==> src/rtl/cnt_seq.sv <==
`default_nettype none
// ----------------------------------------------------------------------------
// cnt_seq : load/enable sequencer driving a 4-bit presettable counter through
//           a programmed list of preset values (multi-interval timer).
// Optional: CNT_SEQ_LOOP_EN adds a 'loop' input that restarts the list.
// Revision: 1.0  initial release
// ----------------------------------------------------------------------------
module cnt_seq #(
  parameter int WIDTH   = 4,
  parameter int ENTRIES = 4,
  parameter int AW      = 2
) (
  input  logic             CP,
  input  logic             MR,
  input  logic             start,
  input  logic             pause,
  input  logic             cfg_we,
  input  logic [AW-1:0]    cfg_addr,
  input  logic [WIDTH-1:0] cfg_data,
  input  logic [AW-1:0]    n_last,
  input  logic             TC,
`ifdef CNT_SEQ_LOOP_EN
  input  logic             loop,
`endif
  output logic [WIDTH-1:0] P,
  output logic             PE,
  output logic             CET,
  output logic             CEP,
  output logic             busy,
  output logic             done,
  output logic [AW-1:0]    seg_idx,
  output logic [7:0]       seg_cnt
);

  localparam logic [1:0] S_IDLE = 2'd0;
  localparam logic [1:0] S_LOAD = 2'd1;
  localparam logic [1:0] S_RUN  = 2'd2;
  localparam logic [1:0] S_DONE = 2'd3;

  logic [1:0]       state;
  logic [WIDTH-1:0] tbl [ENTRIES];
  logic             run_exit;
  logic             at_last;
  logic             loop_go;

  // TC while paused means the counter is parked on 15, not wrapping.
  assign run_exit = (state == S_RUN) && TC && !pause;
  assign at_last  = (seg_idx == n_last);

`ifdef CNT_SEQ_LOOP_EN
  assign loop_go = loop;
`else
  assign loop_go = 1'b0;
`endif

  always_ff @(posedge CP) begin
    if (MR) begin
      state   <= S_IDLE;
      seg_idx <= '0;
      seg_cnt <= '0;
      for (int i = 0; i < ENTRIES; i++) begin
        tbl[i] <= '0;
      end
    end else begin
      if (state == S_IDLE && cfg_we) begin
        tbl[cfg_addr] <= cfg_data;
      end
      case (state)
        S_IDLE: begin
          if (start) begin
            seg_idx <= '0;
            seg_cnt <= '0;
            state   <= S_LOAD;
          end
        end
        S_LOAD: state <= S_RUN;
        S_RUN: begin
          if (run_exit) begin
            if (seg_cnt != 8'hFF) begin
              seg_cnt <= seg_cnt + 8'd1;
            end
            if (at_last && !loop_go) begin
              state <= S_DONE;
            end else begin
              seg_idx <= at_last ? '0 : seg_idx + 1'b1;
              state   <= S_LOAD;
            end
          end
        end
        S_DONE:  state <= S_IDLE;
        default: state <= S_IDLE;
      endcase
    end
  end

  // Table is frozen while busy, so P stays constant through a segment.
  assign P    = (state == S_LOAD || state == S_RUN) ? tbl[seg_idx] : '0;
  assign PE   = (state != S_LOAD);
  assign CET  = (state == S_RUN);
  assign CEP  = (state == S_RUN) && !pause;
  assign busy = (state != S_IDLE);
  assign done = (state == S_DONE);

endmodule
`default_nettype wire
==> config.mk <==
export PLATFORM = sky130hd
export DESIGN_NAME = cnt_seq
export DESIGN_NICKNAME = d
export VERILOG_FILES = /design/src/rtl/cnt_seq.sv
export SDC_FILE = /design/constraint.sdc
export NUM_CORES = 1
export LEC_CHECK = 0
export BUFFER_PORTS_ARGS = -buffer_cell sky130_fd_sc_hd__buf_2
export CORE_MARGIN = 3
export CORE_UTILIZATION = 53
export CTS_CLUSTER_DIAMETER = 150
export DETAILED_ROUTE_END_ITERATION = 12
export GPL_TIMING_DRIVEN = 0
export PLACE_DENSITY = 0.85
export SLEW_MARGIN = 40
export SYNTH_ARGS = -nofsm -noshare
export SYNTH_HDL_FRONTEND = slang
export SYNTH_SLANG_ARGS = --single-unit
export TNS_END_PERCENT = 5
==> constraint.sdc <==
create_clock -name CP -period 2.52 [get_ports CP]
set_input_delay 0.504 -clock CP [delete_from_list [all_inputs] [get_ports CP]]
set_output_delay 0.504 -clock CP [all_outputs]
set_load 0.005 [all_outputs]
## Word level (Yosys, flattened, before mapping)

Memories as Yosys holds them, arrays and structs flattened. A register that Yosys moved wholly into a read port is not among the register bits.
Cells that the tools add are included.
W data, S select, Z words.

- Memories kept: 1
- Bits in writable memories: 16
- Flip-flop bits (word level): 12
- Word-level logic and storage cells: 52
- Input port bits: 14

Memory list:

| name | words | width | rd ports | clocked after memory_dff | write ports | RTL line | source |
|---|---|---|---|---|---|---|---|
| tbl | 4 | 4 | 1 | 1 | 4 | 41 | `logic [WIDTH-1:0] tbl [ENTRIES];` |

- Equality and inequality tests: 10
- Multiplexer cells: 23
- Reductions and logical operators: 13
- $add $sub $neg: 2

Operators by type and width:

| cell | count |
|---|---|
| $mux W8 | 3 |
| $mux W2 | 9 |
| $pmux W8 S2 | 1 |
| $add A8 B1 Y8 const B | 1 |
| $mux W4 | 2 |
| $ne A8 B8 Y1 const B | 1 |
| $pmux W2 S4 | 1 |
| $reduce_and A4 Y1 | 2 |
| $mux W1 | 6 |
| $ne A2 B1 Y1 const B | 3 |
| $eq A2 B2 Y1 const B | 2 |
| $logic_and A1 B1 Y1 | 4 |
| $ne A2 B2 Y1 const B | 2 |
| $pmux W2 S2 | 1 |
| $reduce_bool A2 Y1 | 2 |
| $reduce_or A4 Y1 | 1 |
| $add A2 B1 Y2 const B | 1 |
| $eq A2 B1 Y1 const B | 1 |
| $eq A2 B2 Y1 | 1 |
| $logic_not A2 Y1 | 1 |
| $reduce_and A2 Y1 | 1 |
| $logic_not A1 Y1 | 1 |
| $logic_or A1 B1 Y1 | 1 |

## Longest topological paths before layout

Gate-level depths: netlist (run 1).

- Depth after elaboration: 7
- Depth in mapped cells: 7
- Depth with buffers taken out: 6

## Worst setup path after synthesis (run 1)

Ideal clock, no wire load.

- Path kind: flip-flop to flip-flop
- From: reg state[0]
- To: reg seg_cnt[7]
- Stages on the path, launching flop included: 8
- Required time: 2399 ps
- Arrival: 1681 ps
- Slack: 718 ps
- Path buffers: 1
- Cells stage by stage: dfxtp_1 inv_1 ha_1 nand4_1 or3_1 clkbuf_1 nand3_1 mux2_2

- Cells in the longest elaborated chain, start to end: 5

Ends and longest elaborated chain:

| item | RTL line | source |
|---|---|---|
| start, declared | 40 | `logic [1:0] state;` |
| start signal, assigned | 58 | `state <= S_IDLE;` |
| start signal, assigned | 73 | `state <= S_LOAD;` |
| start signal, assigned | 76 | `S_LOAD: state <= S_RUN;` |
| $eq A2 B2 Y1 * | -- |  |
| named net CET | 27 | `output logic CET,` |
| $logic_and A1 B1 Y1 (2 in a row) | 47 | `assign run_exit = (state == S_RUN) && TC && !pause;` |
| $ne A2 B1 Y1 (no line) | -- |  |
| $reduce_and A4 Y1 (no line) | -- |  |
| end signal, assigned | 80 | `seg_cnt <= seg_cnt + 8'd1;` |
| end, declared | 32 | `output logic [7:0] seg_cnt` |

Mark *: on every way through the listed nets, which the timed path passes. The rest lies on a longest branch.
A chain may end at the register's enable or synchronous reset.

## Worst setup path in the final report (run 1)

- From: reg state[0]
- To: out CEP

- Cells in the longest elaborated chain, start to end: 2

Ends and longest elaborated chain:

| item | RTL line | source |
|---|---|---|
| $eq A2 B2 Y1 | 100 | `assign CEP = (state == S_RUN) && !pause;` |
| $logic_and A1 B1 Y1 | 100 |  |
| end, declared | 28 | `output logic CEP,` |

No other way between the ends.

==> out/results.txt, run 1 <==
Commonest non-fill, non-tap cells in the layout = buf_2, and2_1, edfxtp_1, nor3_1, dfxtp_1
Worst-skew pair later-pin latency = 340 ps
Outcome = completed
CORE AREA = 0.00281 mm^2
Ys Warns = 0
Synth Instances = 149
Die width = 60.6 um
Largest net degree at the start of global routing = 11
Ports = 33
Worst VDD drop = 0.299 mV
GP Congestion = 0.916
# diodes = 0
Wirelength, routed = 3410 um
CTS resizes = 0
Final core utilization = 0.653
Synth area leaders = edfxtp_1, dfxtp_1, and2_1
First-pass GRT wire length = 5460 um
Placed cell area = 0.00178 mm^2
H-tree levels = 2
HP Class = in -> reg
# port buffers = 32
Sum Neg Setup Slack = 0 ps
Clock Path Buffers = 2
RSZ-0062 raised after global routing = no
CP arrival = 1840 ps
Startpoint Class = flip-flop
Post-synthesis sequential area ratio = 0.481
Reg2reg setup slack = 440 ps
CTS tree = yes
Pleak = 0.744 nW
Syn_nets = 169
Initial core utilization = 0.563
Routed vias = 1334
Worst path required time = 2020 ps
Post-Syn Area = 0.00158 mm^2
CP Max Fanout = 10
Worst Tran Pin Value = 563 ps
Final hold vios = 0
GRT Overall Usage = 0.209
Fillers = 227
Area growth, synth to finish = 16.0%
Die area = 0.00367 mm^2
Yosys top cell area share = 0.304
Antenna-violating nets left = 0
Class of the most critical setup path = reg -> out
Worst Setup End Kind = output port
Post-route cell area = 0.00183 mm^2
Share of layout cells above drive strength 1 = 0.254
Register bit total from synthesis = 30
Worst slew margin = 0.621
Vias in the first global route = 1177
Total power divided by cell area = 620 mW/mm^2
# DRC = 0
Post-synth top area cell = edfxtp_1
Slew Viols, Final = 0
Max-cap violations = 0
Via density = 6.06
Post-synth cell types = 37
CTS Sinks = 30
Final setup fails = 0
DRT iter0 DRCs = 54
Fmax achieved = 426 MHz
Minimum clock period = 2350 ps
Clock transition at path regs = 90 ps
Grt total ovfl = 0
Layout net count = 208
Setup Skew = 5.71 ps
Rows = 19
Most common cell after layout, fill and taps aside = buf_2
Cell Count Post-Placement = 212
WHS = 478 ps
Cell Count, Final, Fillers Out = 220
CTS buffer count = 5
Hold-fix buffers, CTS = 0
Wire per inst = 15.5 um
Setup bufs post-CTS = 0
Number of antenna violations at the first check in global routing = 0
DPL Wire Length = 2620 um
Clk Tree Root Cell = clkbuf_4
Die H = 60.6 um
Avg Cell Area, Syn = 10.6 um^2
DR pass1 iterations = 4
Crit share post-route = 0.931
## critical path: stages (launching register included)
cell	delay [ps]
dfxtp_1	350
inv_1	140
ha_1	240
buf_2	270
clkinvlp_4	250
nor2_1	140
buf_2	110
## cell families (layout without fill, tap and decap cells)
logic type / count (synthesis) / count (layout) / synth area share
fa+ha+maj: 6 / 6 / 0.0475
flops: 30 / 30 / 0.481
compound gates: 26 / 26 / 0.126
buf+inv: 13 / 53 / 0.0317
simple gates: 66 / 66 / 0.231
xor+xnor: 2 / 2 / 0.0111
mux: 6 / 6 / 0.0713
## state kept, by name (all words and copies together), names as in the netlist, named ones only
register  count
seg_idx       2
seg_cnt       8
state         2
tbl          16
## cell usage after synthesis, drive strengths merged
cell type and count:
a2111oi 1, a211o 2, a21bo 1, a21boi 1, a21oi 3, a22oi 1, a31oi 1, a32o 5
and2 20, and3 2, buf 1, clkbuf 3, clkinv 1, dfxtp 14, edfxtp 16, ha 6
inv 8, mux2 2, mux4 4, nand2 6, nand2b 2, nand3 7, nand4 2, nor2 4
nor2b 2, nor3 14, nor3b 2, nor4 1, o211ai 2, o21ai 5, o31ai 2, o41ai 2
or2 2, or3 1, or4 1, xnor2 2
## final timing paths
check	start	end	cells after the start
worst max-delay path	state[0]	CEP	6
worst min-delay path	cfg_data[1]	tbl[2][1]	2
worst max register to register	state[1]	seg_idx[1]	6
worst min register to register	seg_cnt[0]	seg_cnt[0]	2
## through the flow
| step | power (mW) | setup slack, ps |
|---|---|---|
| 6_report | 1.14 | 173 |
| 5_1_grt | 1.20 | 51.0 |
| 4_1_cts | 1.14 | 123 |
| 3_5_place_dp | 0.876 | 496 |
| 3_3_place_gp | 0.858 | 579 |
| 2_1_floorplan | 0.771 | 718 |
## report_power, final
part | switching, mW | internal (mW)
clock network | 0.164 | 0.104
logic | 0.174 | 0.122
registers | 0.0240 | 0.548
## layer usage
metal | share of wire | global-route usage | vias up
met1 | 0.44 | 0.278 | 621
met5 | 0 | 0 | -
met3 | 0.089 | 0.0787 | 8
met4 | 0.019 | 0.0836 | 0
met2 | 0.45 | 0.310 | 71
li1 | - | - | 634
## final cells by class
type	count	area, um^2	area share
Multi-Input combinational cell	106	769	0.420
Sequential cell	30	761	0.415
Timing Repair Buffer	32	160	0.0874
Clock buffer	6	41.3	0.0225
Tap cell	31	38.8	0.0212
Inverter	9	37.5	0.0205
Buffer	4	16.3	0.00887
Clock inverter	2	8.76	0.00478
No activity file was read; power rests on OpenSTA's default activity.
==> run 2, diff against run 1 <==
--- a/config.mk
+++ b/config.mk
@@ -12,6 +12,7 @@
 export DETAILED_ROUTE_END_ITERATION = 12
 export GPL_TIMING_DRIVEN = 0
 export PLACE_DENSITY = 0.85
+export RECOVER_POWER = 100
 export SLEW_MARGIN = 40
 export SYNTH_ARGS = -nofsm -noshare
 export SYNTH_HDL_FRONTEND = slang
==> out/results.txt, run 2 (synthesis results as in run 1) <==
Outcome = completed
Commonest non-fill, non-tap cells in the layout = buf_2, edfxtp_1, nor3_1, dfxtp_1, and2_0
Pleak = 0.704 nW
# DRC = 0
Worst path required time = 2020 ps
CTS resizes = 0
DP Worst Slack = 496 ps
CP cell instances = inv_1 > ha_1 > clkbuf_2 > clkinvlp_4 > nor2_1 > buf_2
Crit path buffers/inverters = 4
Initial core utilization = 0.563
Crit share post-route = 0.933
Die H = 60.6 um
Routed vias = 1333
Wirelength, routed = 3430 um
DR pass1 iterations = 5
Placed cell area = 0.00178 mm^2
Reg2reg setup slack = 360 ps
RR Startpoint = state[1]
CTS Sinks = 30
Largest net degree at the start of global routing = 11
Clock Path Buffers = 2
RSZ-0062 raised after global routing = no
DRT iter0 DRCs = 75
Largest regs = tbl: 16 flops, seg_cnt: 8 flops
Setup bufs post-CTS = 0
Post-route cell area = 0.00182 mm^2
Total power divided by cell area = 620 mW/mm^2
Crit-path leading delay family = buffers and inverters
Antenna-violating nets left = 0
Final hold vios = 0
Grt total ovfl = 0
Max incr delay on CP = 350 ps
Die width = 60.6 um
GP Congestion = 0.916
Slew Viols, Final = 0
HP Class = in -> reg
Worst VDD drop = 0.300 mV
CTS tree = yes
Vias in the first global route = 1177
Worst-skew pair later-pin latency = 340 ps
CP max-delay cell = dfxtp_1
Clk Tree Root Cell = clkbuf_4
Sum Neg Setup Slack = 0 ps
Class of the most critical setup path = reg -> out
Fmax achieved = 425 MHz
Rows = 19
Via density = 6.06
Total Power = 1.13 mW
Number of antenna violations at the first check in global routing = 0
Worst slew margin = 0.603
CORE AREA = 0.00281 mm^2
First-pass GRT wire length = 5460 um
# diodes = 0
Final worst slack = 169 ps
Layout net count = 208
CP arrival = 1850 ps
Worst Setup End Kind = output port
Clock transition at path regs = 90 ps
Min-Delay Startpoint = cfg_data[1]
Ports = 33
CTS buffer count = 5
DPL Wire Length = 2620 um
Minimum clock period = 2350 ps
Worst Hold Path EP = tbl[2][1]
Wire per inst = 15.6 um
Worst Tran Pin Value = 591 ps
Most common cell after layout, fill and taps aside = buf_2
Hold-fix buffers, CTS = 0
GRT Overall Usage = 0.209
Number of flip-flops in the largest register = 16
Share of layout cells above drive strength 1 = 0.212
# port buffers = 32
Setup Skew = 5.31 ps
H-tree levels = 2
Startpoint Class = flip-flop
Cell depth of the worst flop-to-flop path = 6
Final setup fails = 0
Area growth, synth to finish = 15.2%
CP Max Fanout = 10
WHS Path Cells = 2
Max-cap violations = 0
Reg2reg end = seg_cnt[6]
Die area = 0.00367 mm^2
Fillers = 233
Biggest register = tbl
==> run 2: layer usage <==
metal  global-route usage  vias to the layer above  wire (um)
met5                    0                        -          0
met4               0.0836                        0         60
met3               0.0787                        6        366
met2                0.310                       77       1570
met1                0.278                      614       1430
li1                     -                      636          -
==> run 2: worst max path at each step <==
| stage | start | end | slack (ps) | cells after the start |
|---|---|---|---|---|
| 2_1_floorplan | state[0] | seg_cnt[7] | 720 | 7 |
| 3_3_place_gp | state[0] | CEP | 580 | 6 |
| 3_5_place_dp | state[1] | seg_idx[1] | 500 | 6 |
| 4_1_cts | state[0] | CEP | 120 | 6 |
| 5_1_grt | state[0] | CEP | 30 | 6 |
| 6_report | state[0] | CEP | 170 | 6 |
==> run 2: metrics by stage <==
stage / util / instances / hold slack [ps]
finish: 0.649 / 220 / 478
global route: 0.649 / 220 / 471
CTS: 0.652 / 220 / 462
detailed placement: 0.634 / 212 / 521
global placement: 0.634 / 212 / 502
floorplan: - / 149 / 495
==> run 2: where the power goes <==
part	internal, mW	leakage (nW)	switching, mW
registers	0.548	0.280	0.0242
clock network	0.104	0.0297	0.163
logic	0.115	0.395	0.173
total	0.767	0.704	0.361
==> run 2: cell type report <==
class	count	area, um^2	share of cell area
clock inverter	2	8.76	0.00481
sequential	30	761	0.418
multi-input combinational	106	766	0.421
buffer	4	16.3	0.00893
clock buffer	6	41.3	0.0227
timing repair buffer	32	151	0.0832
tap	31	38.8	0.0213
inverter	9	37.5	0.0206
==> run 2: worst reg2reg max path: cells and delay by family (launching register included) <==
family | cells | cell delay [ps]
DFF | 1 | 430
buffers and inverters | 1 | 120
AOI/OAI and AO/OA | 3 | 1000
adders and majority gates | 1 | 270
muxes | 1 | 240
==> run 3, diff against run 2 <==
--- a/config.mk
+++ b/config.mk
@@ -6,8 +6,10 @@
 export NUM_CORES = 1
 export LEC_CHECK = 0
 export BUFFER_PORTS_ARGS = -buffer_cell sky130_fd_sc_hd__buf_2
+export CELL_PAD_IN_SITES_DETAIL_PLACEMENT = 2
+export CELL_PAD_IN_SITES_GLOBAL_PLACEMENT = 2
 export CORE_MARGIN = 3
-export CORE_UTILIZATION = 53
+export CORE_UTILIZATION = 34
 export CTS_CLUSTER_DIAMETER = 150
 export DETAILED_ROUTE_END_ITERATION = 12
 export GPL_TIMING_DRIVEN = 0
==> out/results.txt, run 3 (synthesis results as in run 1) <==
Reg2reg setup slack = 230 ps
Worst Tran Pin Value = 688 ps
Setup Skew = 4.47 ps
Area growth, synth to finish = 19.5%
Setup bufs post-CTS = 0
DR pass1 iterations = 4
Max-cap violations = 0
Wire per inst = 21.1 um
Die H = 74.2 um
Ports = 33
Final setup fails = 0
Rows = 24
Final hold vios = 0
# port buffers = 32
CORE AREA = 0.00441 mm^2
Most common cell on crit path = buf_2
Worst Setup End Kind = output port
Busiest grt layer = met2
Worst-skew pair later-pin latency = 280 ps
# diodes = 0
Max incr delay on CP = 340 ps
Die width = 74.2 um
CTS Sinks = 30
Most common cell after layout, fill and taps aside = buf_2
CP Max Fanout = 10
Total power divided by cell area = 674 mW/mm^2
GRT Overall Usage = 0.204
Layout net count = 208
Crit-path leading delay family = buffers and inverters
CP arrival = 1860 ps
HP Class = reg -> reg
FF/Latch Area = 761 um^2
Worst path required time = 2020 ps
Via density = 5.62
CTS resizes = 0
Worst VDD drop = 0.180 mV
Clk Tree Root Cell = clkbuf_8
Share of layout cells above drive strength 1 = 0.233
WHS = 547 ps
Antenna-violating nets left = 0
Commonest non-fill, non-tap cells in the layout = buf_2, and2_0, edfxtp_1, nor3_1, dfxtp_1
Grt total ovfl = 0
Routing usage on met1 = 0.260
Met3 usage in global routing = 0.0351
Die area = 0.00550 mm^2
Minimum clock period = 2370 ps
GR Util met2 = 0.337
Hold-fix buffers, CTS = 0
Largest net degree at the start of global routing = 11
Fillers = 487
Clock transition at path regs = 70 ps
Number of flip-flops in the largest register = 16
Pleak = 0.717 nW
Sum Neg Setup Slack = 0 ps
CTS tree = yes
Startpoint Class = flip-flop
CP cell instances = inv_1 > ha_1 > buf_2 > clkinvlp_4 > nor2_1 > buf_2
Largest regs = tbl: 16 flops, seg_cnt: 8 flops
Class of the most critical setup path = reg -> out
Crit path buffers/inverters = 4
RSZ-0062 raised after global routing = no
Slew Viols, Final = 0
Biggest register = tbl
GP Congestion = 0.826
Vias in the first global route = 1493
Outcome = completed
CP max-delay cell = dfxtp_1
Routed vias = 1354
DRT iter0 DRCs = 101
Initial core utilization = 0.358
Fmax achieved = 422 MHz
Multi-input gate area = 769 um^2
H-tree levels = 2
Crit share post-route = 0.939
DPL Wire Length = 3860 um
CTS buffer count = 5
Number of antenna violations at the first check in global routing = 0
Worst slew margin = 0.541
# DRC = 0
First-pass GRT wire length = 8080 um
Wirelength, routed = 5100 um
Clock Path Buffers = 2
## run 3: cell count changes in the layout (fill, tap and decap cells not counted), moves of 3 or more
cell,before,now
and2_0,12,17
and2_1,8,3
clkbuf_4,5,0
clkbuf_8,0,5
buf_2,25,28
clkbuf_1,11,8
## run 3: cell type report
cell class,instances,share of cell area
Sequential cell,30,0.403
Inverter,9,0.0199
Multi-Input combinational cell,106,0.408
Timing Repair Buffer,32,0.0815
Clock buffer,5,0.0364
Buffer,4,0.00861
Tap cell,52,0.0345
Clock inverter,3,0.00861
## run 3: where the power goes
group,switching [mW],internal [mW]
registers,0.0269,0.549
logic,0.195,0.121
clock network,0.192,0.189
## run 3: path summary, 6_finish.rpt
| check | from | end | cells past startpoint |
|---|---|---|---|
| hold reg to reg | seg_cnt[0] | seg_cnt[0] | 2 |
| setup / recovery | state[0] | CEP | 6 |
| setup reg to reg | state[1] | flip-flop | 6 |
| hold / removal | seg_cnt[0] | seg_cnt[0] | 2 |
## run 3: worst min-delay path, stage by stage, from the launching register on
cell and delay [ps]:
dfxtp_1 340, o21ai_0 90, a21oi_1 70
## run 3: metrics by stage
step	setup WS, ps	area [um^2]	power [mW]	util	instances
2_1_floorplan	718	1580	0.771	-	149
3_3_place_gp	470	1810	0.875	0.409	233
3_5_place_dp	295	1810	0.904	0.409	233
4_1_cts	41.9	1890	1.29	0.428	241
5_1_grt	8.17	1890	1.34	0.428	241
6_report	153	1890	1.27	0.428	241
## run 3: layer usage
layer,wire (um),part of all wire
met2,2540,0.50
met1,2190,0.43
met5,0,0
met4,136,0.027
met3,232,0.046
